==> src/rtl/squeeze_serializer.sv <==
// Squeeze-phase output stage of the Haraka-S sponge: shifts rate blocks out
// LSB first over a valid/ready handshake and requests more blocks as needed.
module squeeze_serializer #(
  parameter int unsigned INWIDTH  = 256,
  parameter int unsigned OUTWIDTH = 1,
  parameter int unsigned LENWIDTH = 16
) (
  input  logic                clk,
  input  logic                clear,
  input  logic                start,
  input  logic [LENWIDTH-1:0] out_len,
  input  logic [INWIDTH-1:0]  block_in,
  input  logic                block_valid,
  output logic                block_ready,
  output logic                next_block,
  output logic [OUTWIDTH-1:0] serial_out,
  output logic                serial_valid,
  input  logic                serial_ready,
  output logic                busy,
  output logic                done
);

  localparam int unsigned BEATS = INWIDTH / OUTWIDTH;
  localparam int unsigned CNTW  = (BEATS > 1) ? $clog2(BEATS) : 1;

  typedef enum logic [1:0] {
    IDLE     = 2'd0,
    WAIT_BLK = 2'd1,
    SHIFT    = 2'd2,
    DONE     = 2'd3
  } state_e;

  state_e              state_q, state_d;
  logic [INWIDTH-1:0]  shreg_q, shreg_d;
  logic [LENWIDTH-1:0] remaining_q, remaining_d;
  logic [CNTW-1:0]     beat_cnt_q, beat_cnt_d;
  logic                block_ready_q, block_ready_d;
  logic                next_block_q, next_block_d;
  logic                serial_valid_q, serial_valid_d;
  logic                busy_q, busy_d;
  logic                done_q, done_d;

  // Next-state logic; outputs are registered decodes of the next state.
  always_comb begin
    state_d      = state_q;
    shreg_d      = shreg_q;
    remaining_d  = remaining_q;
    beat_cnt_d   = beat_cnt_q;
    next_block_d = 1'b0;

    unique case (state_q)
      IDLE: begin
        if (start) begin
          if (out_len != '0) begin
            remaining_d = out_len;
            state_d     = WAIT_BLK;
          end else begin
            state_d = DONE;
          end
        end
      end
      WAIT_BLK: begin
        if (block_valid) begin
          shreg_d    = block_in;
          beat_cnt_d = '0;
          state_d    = SHIFT;
        end
      end
      SHIFT: begin
        if (serial_ready) begin
          shreg_d     = shreg_q >> OUTWIDTH;
          remaining_d = remaining_q - LENWIDTH'(1);
          beat_cnt_d  = beat_cnt_q + CNTW'(1);
          // The final beat wins over a block boundary: no further block is requested.
          if (remaining_q == LENWIDTH'(1)) begin
            state_d = DONE;
          end else if (beat_cnt_q == CNTW'(BEATS - 1)) begin
            next_block_d = 1'b1;
            state_d      = WAIT_BLK;
          end
        end
      end
      DONE: begin
        state_d = IDLE;
      end
      default: begin
        state_d = IDLE;
      end
    endcase

    block_ready_d  = (state_d == WAIT_BLK);
    serial_valid_d = (state_d == SHIFT);
    busy_d         = (state_d != IDLE);
    done_d         = (state_d == DONE);
  end

  // State and output registers.
  always_ff @(posedge clk or posedge clear) begin
    if (clear) begin
      state_q        <= IDLE;
      shreg_q        <= '0;
      remaining_q    <= '0;
      beat_cnt_q     <= '0;
      block_ready_q  <= 1'b0;
      next_block_q   <= 1'b0;
      serial_valid_q <= 1'b0;
      busy_q         <= 1'b0;
      done_q         <= 1'b0;
    end else begin
      state_q        <= state_d;
      shreg_q        <= shreg_d;
      remaining_q    <= remaining_d;
      beat_cnt_q     <= beat_cnt_d;
      block_ready_q  <= block_ready_d;
      next_block_q   <= next_block_d;
      serial_valid_q <= serial_valid_d;
      busy_q         <= busy_d;
      done_q         <= done_d;
    end
  end

  assign block_ready  = block_ready_q;
  assign next_block   = next_block_q;
  assign serial_out   = shreg_q[OUTWIDTH-1:0];
  assign serial_valid = serial_valid_q;
  assign busy         = busy_q;
  assign done         = done_q;

endmodule
==> config.mk <==
export PLATFORM = sky130hd
export DESIGN_NAME = squeeze_serializer
export DESIGN_NICKNAME = d
export VERILOG_FILES = /design/src/rtl/squeeze_serializer.sv
export SDC_FILE = /design/constraint.sdc
export NUM_CORES = 1
export LEC_CHECK = 0
export CAP_MARGIN = 20
export CORE_ASPECT_RATIO = 0.7
export CORE_MARGIN = 10
export CORE_UTILIZATION = 57
export CTS_BUF_LIST = sky130_fd_sc_hd__clkbuf_8
export DETAILED_ROUTE_END_ITERATION = 12
export PLACE_DENSITY = 0.84
export SETUP_SLACK_MARGIN = 0.5
export SLEW_MARGIN = 25
export SYNTH_ARGS = -nofsm -noshare
export SYNTH_HDL_FRONTEND = slang
export SYNTH_SLANG_ARGS = --single-unit
export TNS_END_PERCENT = 5
==> constraint.sdc <==
create_clock -name clk -period 17.43 [get_ports clk]
set_input_delay 3.486 -clock clk [delete_from_list [all_inputs] [get_ports clk]]
set_output_delay 3.486 -clock clk [all_outputs]
set_load 0.02 [all_outputs]
# --- After elaboration in Yosys (flattened, before gate mapping) ---
# Index checks and enable logic that the tools add are counted.
word_totals:
  mem_bits_ro: 0
  out_inout_bits: 6
  elab_cells: 51
  reg_bits: 287
  mem_bits_rw: 0
  in_bits: 277
  latchBits: 0
  mem_count: 0
classes:
  mux: 21
  magnitude_cmp: 0
  shift: 0
  n_bitwise: 0
  div: 0
  n_addsub: 2
  eq_ne: 12
  n_reduce_logical: 7
  multipliers: 0
ops:
  columns: ["cell", "n"]
  rows:
  - ["2-to-1 mux 256 bit", 2]
  - ["one-hot mux 256 bit (2 select lines)", 1]
  - ["2-to-1 mux 16 bit", 3]
  - ["one-hot mux 16 bit (2 select lines)", 1]
  - ["== test 16 x 1 -> 1 bit, second input constant", 1]
  - ["2-to-1 mux 8 bit", 2]
  - ["one-hot mux 8 bit (2 select lines)", 1]
  - ["nonzero test 16 bit", 1]
  - ["subtractor 16 x 1 -> 16 bit, second input constant", 1]
  - ["2-to-1 mux 2 bit", 6]
  - ["adder 8 x 1 -> 8 bit, second input constant", 1]
  - ["== test 2 bit, second input constant", 4]
  - ["== test 8 bit, second input constant", 1]
  - ["inequality test 2 bit, second input constant", 4]
  - ["one-hot mux 2 bit (4 select lines)", 1]
  - ["nonzero test 2 bit", 3]
  - ["== test 2 x 1 -> 1 bit, second input constant", 2]
  - ["2-to-1 mux 1 bit", 4]
  - ["AND reduction 4 bit", 1]
  - ["AND reduction 3 bit", 1]
  - ["logical NOT 2 bit", 1]

# --- Logic depth before layout (Yosys ltp) ---
# Gate-level depths: netlist (run 1).
depth:
  depth_word: 6
  ltp_mapped: 8
  mapped_depth_nobuf: 8

# --- Least setup slack after synthesis (run 1) ---
# No wires, ideal clock.
synth_path:
  path_type: "input to register"
  from: "in block_valid"
  to: "reg shreg_q[44]"
  arrival_time_ns: 4.836
  setup_slack_ns: 12.458
  path_buffers: 4
  stages: 7
  required_ns: 17.294
  path_cell_list: "and3b_1 clkbuf_1 a21oi_1 buf_2 clkbuf_1 clkbuf_1 o21ai_0"
synth_via:
  elab_chain_len: 2
synth_rtl:
  columns: ["element", "line", "rtl"]
  rows:
  - ["start, declared", "13", "input logic block_valid,"]
  - ["inequality test 2 bit (no source line)", null, null]
  - ["AND reduction 3 bit (no source line)", null, null]
  - ["end signal, assigned", "111", "shreg_q <= shreg_d;"]
  - ["end, declared", "34", "logic [INWIDTH-1:0] shreg_q, shreg_d;"]
# Every way passes these cells.
# A chain may end at the register's enable or synchronous reset.

# --- Final worst setup path (run 1) ---
layout_path:
  from: "in block_valid"
  to: "reg shreg_q[210]"
# The elaborated chain is that of the path after synthesis.

==> results of run 1 <==
-- metal layers --
metal / GRT usage / up-vias / wire (µm)
li1: - / 5050 / -
met1: 0.294 / 4906 / 15200
met2: 0.354 / 273 / 16200
met3: 0.0476 / 45 / 1730
met4: 0.0599 / 4 / 456
met5: 0 / - / 38
-- worst max-delay path: stages --
cell	delay, ns
clkdlybuf4s50_1	0.41
and3b_1	0.32
a21oi_4	0.34
buf_4	0.77
buf_4	0.83
o21ai_0	0.24
-- layout make-up --
class / instances / area (µm²) / share of cell area
antenna: 5 / 12.5 / 0.000731
clock buffer: 59 / 812 / 0.0474
clock inverter: 14 / 62.6 / 0.00365
inverter: 6 / 30.0 / 0.00175
multi-input combinational: 921 / 5720 / 0.334
sequential: 287 / 7180 / 0.419
tap: 312 / 390 / 0.0228
timing repair buffer: 293 / 2920 / 0.170
-- kinds of logic after synthesis --
group,after synthesis,share of synthesized area
mux,256,0.193
xor+xnor,5,0.00330
flops,287,0.540
buf+inv,106,0.0314
fa+ha+maj,3,0.00282
compound gates,316,0.124
simple gates,341,0.106
-- synth_stat cells (2+ instances only) --
master	n
xnor2_1	3
dfrtp_1	287
nor2_1	32
clkbuf_1	81
a31oi_1	3
ha_1	3
inv_1	6
o22a_1	2
nor3_1	7
o21bai_1	2
a211oi_1	2
o21ai_0	276
nand4_1	2
buf_6	2
mux2i_1	256
a22oi_1	2
nor4_1	14
xor2_1	2
and3_1	2
or4_1	3
buf_1	13
a21oi_1	18
buf_2	4
o2bb2ai_1	2
nand3_1	5
nand2_1	264
-- stage by stage --
step	std cells	util	hold slack, ns	setup WS [ns]
global route	1896	0.751	0.492	11.00
CTS	1892	0.750	0.482	11.03
global placement	1819	0.712	0.460	10.64
detailed placement	1819	0.712	0.469	10.45
floorplan	1314	-	0.449	6.02
finish	1897	0.751	0.476	11.32
-- flip-flops by register name (all words and copies together) (netlist names) --
signal	cells
serial_valid	1
block_ready	1
state_q	2
done	1
next_block	1
shreg_q	256
busy	1
remaining_q	16
beat_cnt_q	8
-- final timing paths --
check,from,endpoint,slack [ns]
max,block_valid,shreg_q[210],11.32
min,shreg_q[108],shreg_q[108],0.48
max reg2reg,state_q[1],shreg_q[210],14.13
min reg2reg,shreg_q[108],shreg_q[108],0.48
max in group asynchronous,clear,shreg_q[213],11.69
min in group asynchronous,clear,shreg_q[233],3.54
-- power groups by stage --
stage	sequential (mW)	clock [mW]	combinational (mW)
2_1_floorplan	1.11	0	0.736
3_3_place_gp	1.14	0	0.887
3_5_place_dp	1.16	0	0.940
4_1_cts	1.15	0.567	0.942
5_1_grt	1.19	0.598	1.07
6_report	1.16	0.553	0.934
==> impl_metrics.json, run 1 <==
{
  "status": "completed",
  "slew_viol_final": 0,
  "syn_area_per_cell_um2": 10.1,
  "synth_top_cell_area_share": 0.540,
  "powerDensity_nw_per_um2": 154,
  "finalSetupViolations": 0,
  "finalNetCount": 1834,
  "grt_pass1_wl_mm": 54.0,
  "gp_congestion": 0.785,
  "cts_buffers": 45,
  "clock_sinks": 287,
  "synthArstFlopShare": 1.00,
  "place_area_um2": 16200,
  "ys_seq_area_frac": 0.540,
  "rows": 46,
  "ios": 283,
  "synth.net_count": 1594,
  "insertion_delay_ns": 0.55,
  "hold_buffers": 0,
  "synthTopCellsByArea": "dfrtp_1, mux2i_1, o21ai_0, nand2_1, clkbuf_1",
  "cts-root-buf": "clkbuf_8",
  "power_frac_comb": 0.353,
  "r2r_cells": 5,
  "clock_skew_ns": 0.0283,
  "worst_pin_slew_ns": 1.07,
  "max_cap_violations": 0,
  "yosys_warnings": 0,
  "hold_depth": 2,
  "synth.distinct_cells": 47,
  "syn_area_um2": 13300,
  "core_um2": 22800,
  "first_pass_iters": 5,
  "path_clk_slew_ns": 0.06,
  "final.setup.tns_ns": 0,
  "worstPathMaxFanout": 116,
  "critPathLaunchType": "primary input",
  "endpoint_kind": "flip-flop",
  "track_usage": 0.219,
  "hold_class": "reg -> reg",
  "vdd_drop_max_v": 0.0000761,
  "syn_inst": 1314,
  "cts_setup_buffers": 0,
  "ys_ff_latch": 287,
  "synth_area_leader_cell": "dfrtp_1",
  "io_buffers": 282,
  "antenna_found_initial": 7,
  "finalHoldViolCount": 0,
  "ys.flop_type": "dfrtp_1",
  "fill_cells": 1606,
  "initial_utilization": 0.583,
  "hpwl_mm": 23.5,
  "routed_wl_mm": 33.7,
  "fp.dieArea_um2": 29900,
  "detail_route.wl_per_cell_um": 17.7,
  "postRouteAntennaNets": 0,
  "path_class": "in -> reg",
  "grt.overflow.total": 0,
  "layout_min_cycle_time_ns": 6.11,
  "grt_max_degree": 146,
  "final_cell_area_um2": 17100,
  "swShare": 0.362,
  "p_clk_frac": 0.209,
  "drt_iter0_drc": 784,
  "required_ns": 17.79,
  "rsz0062_at_grt": "false",
  "finalPower_mw": 2.64,
  "max_clock_freq_mhz": 164,
  "cts_tree": "done",
  "die_w_um": 203,
  "drive_above_1_share": 0.0532,
  "seq_power_share": 0.437,
  "p_leak_nw": 8.09,
  "die_h_um": 148,
  "htree_levels": 2,
  "post_cts_resized": 0,
  "grt_pass1_vias": 10400,
  "max_slew_margin": 0.285,
  "vias": 10300,
  "cts_buffer_depth": 3,
  "avgViaCountPerCell": 5.42,
  "synth_edf_count": 0,
  "p_sw_mw": 0.957,
  "cp_data_arrival_time_ns": 6.47,
  "areaGrowthSynthToFinish_pct": 28.8,
  "finalCritPeriodShare": 0.351,
  "layout_common_cells": "dfrtp_1, clkdlybuf4s50_1, o21ai_0",
  "p_int_mw": 1.69,
  "final_common_cell": "dfrtp_1",
  "drc_errors": 0
}
(Power assumes the default switching activity.)
==> run 2: changes to the inputs <==
--- a/config.mk
+++ b/config.mk
@@ -8,10 +8,10 @@
 export CAP_MARGIN = 20
 export CORE_ASPECT_RATIO = 0.7
 export CORE_MARGIN = 10
-export CORE_UTILIZATION = 57
+export CORE_UTILIZATION = 53
 export CTS_BUF_LIST = sky130_fd_sc_hd__clkbuf_8
 export DETAILED_ROUTE_END_ITERATION = 12
-export PLACE_DENSITY = 0.84
+export PLACE_DENSITY = 0.79
 export SETUP_SLACK_MARGIN = 0.5
 export SLEW_MARGIN = 25
 export SYNTH_ARGS = -nofsm -noshare
==> constraint.sdc (replaced) <==
create_clock -name clk -period 6.3 [get_ports clk]
set_input_delay 1.26 -clock clk [delete_from_list [all_inputs] [get_ports clk]]
set_output_delay 1.26 -clock clk [all_outputs]
set_load 0.02 [all_outputs]
==> run 2 against run 1 <==
Net effect:
- total power rose to 2.8 times the previous value
- register-to-register slack got worse by 11 ns
- highest routed layer unchanged
- clock-buffer cell count fell by 2
- critical endpoint is now remaining_q[15]
- clock power grew to 2.8 times the previous value
- final area grew 0.70%
- setup slack worse by 8.4 ns
- non-clock buffer count stayed put
- first-iteration DRC count decreased by 1.0%
- global-route usage fell by 1.0 points
==> impl_metrics.json, run 2 (synthesized netlist as in run 1, its figures left out) <==
{
  "status": "completed",
  "finalSetupViolations": 0,
  "path_class": "in -> reg",
  "powerDensity_nw_per_um2": 427,
  "cp_data_arrival_time_ns": 3.78,
  "core_um2": 24700,
  "initial_utilization": 0.538,
  "hpwl_mm": 23.5,
  "rsz0062_at_grt": "false",
  "vias": 10200,
  "rows": 48,
  "final.setup.tns_ns": 0,
  "top_register": "shreg_q",
  "max_cap_violations": 0,
  "routed_wl_mm": 34.2,
  "die_w_um": 209,
  "cts_tree": "done",
  "grt_pass1_vias": 10500,
  "vdd_drop_max_v": 0.000278,
  "whs_ns": 0.477,
  "avgViaCountPerCell": 5.35,
  "cts_setup_buffers": 0,
  "worst_pin_slew_ns": 0.924,
  "max_slew_margin": 0.383,
  "met3_usage": 0.0537,
  "finalNetCount": 1834,
  "finalHoldViolCount": 0,
  "die_h_um": 152,
  "path_clk_slew_ns": 0.06,
  "required_ns": 6.74,
  "grt_use_met1": 0.285,
  "track_usage": 0.209,
  "htree_levels": 2,
  "largest_register_ffs": 256,
  "cts_buffers": 45,
  "final_common_cell": "dfrtp_1",
  "grt.busiest_layer": "met2",
  "critPathLaunchType": "primary input",
  "worstPathMaxFanout": 20,
  "post_cts_resized": 0,
  "drive_above_1_share": 0.0517,
  "drt_iter0_drc": 776,
  "cts_buffer_depth": 3,
  "insertion_delay_ns": 0.58,
  "ios": 283,
  "grtUsageMet2": 0.321,
  "final_cell_area_um2": 17200,
  "max_clock_freq_mhz": 299,
  "fp.dieArea_um2": 31900,
  "detail_route.wl_per_cell_um": 17.9,
  "layout_common_cells": "dfrtp_1, clkdlybuf4s50_1, o21ai_0",
  "grt.overflow.total": 0,
  "clock_sinks": 287,
  "cts-root-buf": "clkbuf_8",
  "gp_congestion": 0.791,
  "postRouteAntennaNets": 0,
  "drc_errors": 0,
  "finalCritPeriodShare": 0.531,
  "hold_buffers": 0,
  "fill_cells": 1869,
  "reg.largest.list": "shreg_q: 256 flops, remaining_q: 16 flops, beat_cnt_q: 8 flops",
  "grt_max_degree": 318,
  "endpoint_kind": "flip-flop",
  "io_buffers": 282,
  "areaGrowthSynthToFinish_pct": 29.7,
  "utilization": 0.699,
  "antenna_found_initial": 6,
  "layout_min_cycle_time_ns": 3.34,
  "slew_viol_final": 0,
  "clock_skew_ns": 0.0471,
  "p_leak_nw": 8.16,
  "first_pass_iters": 5,
  "grt_pass1_wl_mm": 55.1,
  "hold_class": "reg -> reg",
  "place_area_um2": 16300
}
-- run 2: final cells by class --
class,instances,area [µm²],area share
flip-flops and latches,287,7180,0.416
multi-input cells,921,5720,0.332
repair buffers,293,3030,0.176
clock buffers,57,785,0.0455
well taps,325,407,0.0236
clock inverters,21,85.1,0.00493
inverters,6,26.3,0.00152
diodes,3,7.51,0.000435
-- run 2: routing by layer --
metal / routed length (µm) / up-vias
met4: 573 / 6
li1: - / 5051
met1: 15600 / 4853
met3: 2110 / 51
met2: 15900 / 267
met5: 30 / -
-- run 2: final timing paths --
check                            startpoint         endpoint  slack, ns  depth (start not counted)
worst min-delay path            shreg_q[43]      shreg_q[43]       0.48                          2
worst max register to register   state_q[1]     shreg_q[225]       3.61                          5
max in group asynchronous             clear      shreg_q[57]       3.77                          3
worst max-delay path            out_len[12]  remaining_q[15]       2.96                          7
worst min register to register  shreg_q[43]      shreg_q[43]       0.48                          2
min in group asynchronous             clear     shreg_q[153]       1.23                          2
-- run 2: worst max-delay path: stages --
cell and delay [ns]:
clkdlybuf4s50_1 0.44, nor4_1 0.59, nand3_1 0.18, o21ai_1 0.62, buf_4 0.33, o21ba_2 0.18
o22a_1 0.17
-- run 2: power breakdown --
part	internal, mW	switching [mW]	total (mW)
registers	2.69	0.501	3.19
logic	1.18	1.46	2.63
clock network	0.807	0.726	1.53
total	4.68	2.68	7.36
-- run 2: metrics by stage --
stage          setup slack [ns]  cells  total power, mW
2_1_floorplan              1.23   1314             5.10
3_3_place_gp               2.55   1829             5.66
3_5_place_dp               2.45   1830             5.84
4_1_cts                    3.03   1908             7.40
5_1_grt                    2.91   1912             7.97
6_report                   2.96   1913             7.36
